==> src/rtl/alu_arbiter.sv <==
// alu_arbiter: round-robin share of one LC-3 ALU between two valid/ready requesters,
// with a one-entry registered result stage carrying requester tag and NZP.
module alu_arbiter (
    input  logic        clk,
    input  logic        rst_n,
    input  logic        req0_valid,
    output logic        req0_ready,
    input  logic [1:0]  req0_op,
    input  logic [15:0] req0_a,
    input  logic [15:0] req0_b,
    input  logic        req1_valid,
    output logic        req1_ready,
    input  logic [1:0]  req1_op,
    input  logic [15:0] req1_a,
    input  logic [15:0] req1_b,
    output logic        resp_valid,
    input  logic        resp_ready,
    output logic        resp_id,
    output logic [15:0] resp_data,
    output logic [2:0]  resp_nzp
);
    logic        last_grant;
    logic        free;
    logic        grant;
    logic        accept;
    logic [1:0]  alu_op;
    logic [15:0] alu_a;
    logic [15:0] alu_b;
    logic [15:0] alu_y;
    logic [2:0]  nzp;

    // Under contention the port that did not win last accept goes next.
    always_comb begin
        free       = !resp_valid | resp_ready;
        grant      = (req0_valid & req1_valid) ? !last_grant : req1_valid;
        req0_ready = req0_valid & free & !grant;
        req1_ready = req1_valid & free & grant;
        accept     = req0_ready | req1_ready;
        alu_op     = grant ? req1_op : req0_op;
        alu_a      = grant ? req1_a  : req0_a;
        alu_b      = grant ? req1_b  : req0_b;
        nzp        = {alu_y[15], alu_y == 16'h0000, !alu_y[15] & (|alu_y)};
    end

    arithmetic_logic_unit alu (
        .sel (alu_op),
        .a   (alu_a),
        .b   (alu_b),
        .y   (alu_y)
    );

    // Priority rotates only on an actual accept; a drain alone keeps the data.
    always_ff @(posedge clk or negedge rst_n) begin
        if (!rst_n) begin
            resp_valid <= 1'b0;
            resp_id    <= 1'b0;
            resp_data  <= 16'h0000;
            resp_nzp   <= 3'b000;
            last_grant <= 1'b1;
        end else if (accept) begin
            resp_valid <= 1'b1;
            resp_id    <= grant;
            resp_data  <= alu_y;
            resp_nzp   <= nzp;
            last_grant <= grant;
        end else if (resp_ready) begin
            resp_valid <= 1'b0;
        end
    end
endmodule

// arithmetic_logic_unit: LC-3 ALU, select 00 ADD, 01 NOT a, 10 AND, 11 zero.
module arithmetic_logic_unit (
    input  logic [1:0]  sel,
    input  logic [15:0] a,
    input  logic [15:0] b,
    output logic [15:0] y
);
    always_comb
        y = (sel == 2'b00) ? a + b :
            (sel == 2'b01) ? ~a :
            (sel == 2'b10) ? a & b : 16'h0000;
endmodule

==> config.mk <==
export PLATFORM = sky130hd
export DESIGN_NAME = alu_arbiter
export DESIGN_NICKNAME = d
export VERILOG_FILES = /design/src/rtl/alu_arbiter.sv
export SDC_FILE = /design/constraint.sdc
export NUM_CORES = 1
export LEC_CHECK = 0
export BUFFER_PORTS_ARGS = -buffer_cell sky130_fd_sc_hd__buf_2
export CAP_MARGIN = 20
export CORE_AREA = 5 5 82 84
export CTS_CLUSTER_DIAMETER = 80
export DETAILED_ROUTE_END_ITERATION = 7
export DIE_AREA = 0 0 87 89
export GPL_ROUTABILITY_DRIVEN = 0
export PLACE_DENSITY_LB_ADDON = 0.15
export RECOVER_POWER = 100
export SYNTH_ARGS = -nofsm -noshare
export SYNTH_HDL_FRONTEND = slang
export SYNTH_SLANG_ARGS = --single-unit
==> constraint.sdc <==
create_clock -name clk -period 4 [get_ports clk]
set_input_delay 0.2 -clock clk [delete_from_list [all_inputs] [get_ports clk]]
set_output_delay 0.2 -clock clk [all_outputs]
set_load 0.05 [all_outputs]
==> flow_summary.json <==
{
  "antenna_left": 0,
  "route.detailed.wl_per_inst_um": 15.57,
  "worst_slew_pin_slew_ps": 1148,
  "vias_per_cell": 5.612,
  "grt_setup_unrepaired": "no",
  "synth_nets": 453,
  "clkTransAtPathRegs_ps": 70,
  "vias": 2952,
  "cp_data_arrival_time_ps": 3920,
  "post-dp-hpwl_mm": 6.568,
  "io_buffers": 95,
  "fillers": 617,
  "die_w_um": 87,
  "crit_path_frequent_cell": "nand2_1",
  "area_growth_pct": 20.91,
  "p_sw_w": 0.0006487,
  "utilization_pct": 53.79,
  "fin_worst_skew_ps": 0.5173,
  "diodes": 0,
  "setup_viol": 0,
  "dr.pass1.iters": 4,
  "sw_frac_of_total_pct": 52.09,
  "timing.rr.start": "last_grant",
  "slew_headroom_pct": 23.47,
  "worstSetupEndpoint": "resp_data[15]",
  "r2r_end": "resp_data[15]",
  "fin_crit_ps": 3765,
  "seq_power_share_pct": 23.3,
  "grt-ovfl-total": 0,
  "rr_worst_depth": 13,
  "synthCells": 363,
  "final_nets": 542,
  "drc": 0,
  "die_h_um": 89,
  "path_max_fanout": 16,
  "tritoncts": "yes",
  "async_reset_ff_share_pct": 100.0,
  "p_int_w": 0.0005968,
  "cp-start-kind": "register",
  "p_per_area_mw_per_mm2": 395.8,
  "synth_ff_type": "dfrtp_1",
  "grt_pass1_wl_mm": 13.28,
  "synth.distinct_cells": 62,
  "grt_max_degree": 30,
  "end_kind": "register",
  "cts_sinks": 21,
  "drv_cap": 0,
  "regToRegSetupSlack_ps": 230,
  "cts_buffer_depth": 2,
  "start_util_pct": 44.48,
  "finalSetupTns_ps": 0,
  "die-area_sq_mm": 0.007743,
  "timing.fmax_mhz": 265.6,
  "syn-cell-area_sq_mm": 0.002602,
  "hp-class": "primary input to register",
  "p_comb_share_pct": 65.6,
  "peakVddDrop_mv": 0.2570,
  "grt_util_all_layers_pct": 21.13,
  "ioPinCount": 96,
  "core-area_sq_mm": 0.005851,
  "synth_edf_count": 0,
  "path_buf_inv": 1,
  "path_class": "register to register",
  "layout-drive-gt1-share_pct": 20.40,
  "hold_viol": 0,
  "run_status": "completed",
  "postSynthAreaPerCell_sq_um": 7.169,
  "num_rows": 28,
  "htree_levels": 1,
  "critPathTopFamily": "compound AO/OA/AOI/OAI gates",
  "cts_made_buffers": 3,
  "grt_pass1_vias": 2837,
  "required_ps": 4150,
  "cts-root-buf": "clkbuf_8",
  "slew_violations": 0,
  "crit_chain": "a21bo_1, buf_4, nand2_1, nand2_1, ha_1, a211oi_1, o211ai_1, a2111oi_4, nor4_1, a2111oi_1, xnor2_1, a211o_1, o21a_1",
  "synth_seq_cells": 21,
  "multiInputGateArea_sq_mm": 0.001929,
  "yosysSeqAreaShare_pct": 20.24,
  "p_leak_nw": 1.546,
  "slowest_delay_ps": 580,
  "clkPwrFrac_pct": 11.0,
  "antenna_found_initial": 0,
  "startpoint": "last_grant",
  "clk_latency_ps": 250,
  "seq_area_sq_um": 526.8,
  "drt_iter0_drc": 270,
  "fin_crit_sh_pct": 94.14,
  "cts_resized": 0,
  "wl_mm": 8.192,
  "cpMaxStageDelayCell": "dfstp_2",
  "cp_num_cells": 13,
  "synth_warnings": 0
}
-- metal layers --
metal	track usage (%)	up-vias	share of wire (%)
met4	4.391	0	1.9
met5	0	-	0
met3	2.857	11	6.4
li1	-	1475	-
met2	37.34	110	49
met1	27.56	1356	42
-- cell families (layout without fill, tap and decap cells) --
kind of cell             after synthesis  count (layout)  share of synthesized area (%)
multiplexers                           9               9                          4.231
flip-flops                            21              21                          20.24
adder cells (fa/ha/maj)               17              17                          8.461
buffers and inverters                 27             115                          4.615
AO/OA/AOI/OAI                         91              91                          27.74
XOR/XNOR                               6               6                          2.019
AND/OR/NAND/NOR                      192             192                          32.69
-- tightest hold or removal path: cells and delay by family --
kind	cells	cell delay [ps]
buffers and inverters	1	130
AOI/OAI and AO/OA	1	70
and+or+nand+nor	1	50
-- per-stage QoR --
stage               area [sq um]  total power (W)  hold slack, ps  setup WS [ps]  instances
floorplan                   2603        0.0009183          -95.59          169.8        363
global placement            3158         0.001123           174.4          594.5        521
detailed placement          3158         0.001134           188.9          451.8        521
CTS                         3213         0.001276           194.1          432.9        526
global route                3147         0.001340           241.5          69.34        526
finish                      3147         0.001245           200.4          234.6        526
-- how the worst min path moves through the flow --
| stage | startpoint | slack [ps] | cells after the start | end |
|---|---|---|---|---|
| 6_report | req1_valid | 200 | 3 | last_grant |
| 5_1_grt | req1_valid | 240 | 3 | last_grant |
| 4_1_cts | req1_valid | 190 | 3 | last_grant |
| 3_5_place_dp | rst_n | 190 | 1 | resp_data[0] |
| 3_3_place_gp | rst_n | 170 | 1 | resp_valid |
| 2_1_floorplan | rst_n | -100 | 0 | resp_data[0] |
-- synthesized netlist by cell type, drive strengths merged (3+ instances only) --
master     n  share of area [%]
a211o      4                1.3
xnor2      4                1.3
o21a       7                2.0
a211oi     8                2.5
nor4       3               0.96
nand3b     3               0.87
inv        7                1.0
nor2      10                1.4
nand3      6                1.2
ha        16                7.7
nand2b    12                2.9
mux2i      6                2.8
a21oi     12                2.7
dfrtp     20                 19
buf       11                2.3
o211ai    11                3.4
o21ai     13                2.5
nor2b      3               0.72
mux2       3                1.4
nor3      17                3.3
nand2    127                 18
nor3b      4                1.3
clkbuf     9                1.3
a21o       8                2.3
o2111ai    4                1.3
a31oi      4               0.96
-- repair_timing --
item                                   in CTS  in global routing
endpoints found under the hold margin      20                  0
setup buffers                               0                  0
hold buffers                                1                  0
-- layout by cell type, fill, tap and decap left out, types with 2 or more instances in the layout --
master       n
o21a_1       7
inv_1        7
nor2_1      10
nand3_1      6
nor2b_1      3
nand2b_1    12
clkbuf_1    25
o21ai_0     12
a221oi_1     2
a2111o_1     2
a211oi_1     8
buf_4        6
a31oi_1      4
ha_1        16
a211o_1      4
a21oi_1     11
a32oi_1      2
o211ai_1    11
nor3_1      17
mux2i_1      5
nand3b_1     3
buf_2       72
nand2_1    127
xor2_1       2
nor4_1       3
a21o_1       8
o2111ai_1    4
or3_1        2
xnor2_1      4
nor3b_1      3
dfrtp_1     20
clkbuf_8     3
-- power by group through the flow --
stage / logic, W / registers (W) / clock network, W
after floorplan: 0.000461 / 0.000457 / 0
after global placement: 0.000830 / 0.000293 / 0
after detailed placement: 0.000840 / 0.000294 / 0
after CTS: 0.000845 / 0.000290 / 0.000142
after global routing: 0.000891 / 0.000299 / 0.000151
final: 0.000818 / 0.000291 / 0.000137
-- registers in the layout (all words and copies together) (netlist names) --
name / cells
last_grant: 1
resp_valid: 1
resp_id: 1
resp_nzp: 2
resp_data: 16
-- cell type report --
class / count / area share (%)
multi-input combinational: 315 / 61.31
sequential: 21 / 16.74
timing repair buffer: 104 / 16.70
tap: 75 / 2.982
clock buffer: 4 / 1.431
inverter: 7 / 0.8350
(Power assumes the default switching activity.)
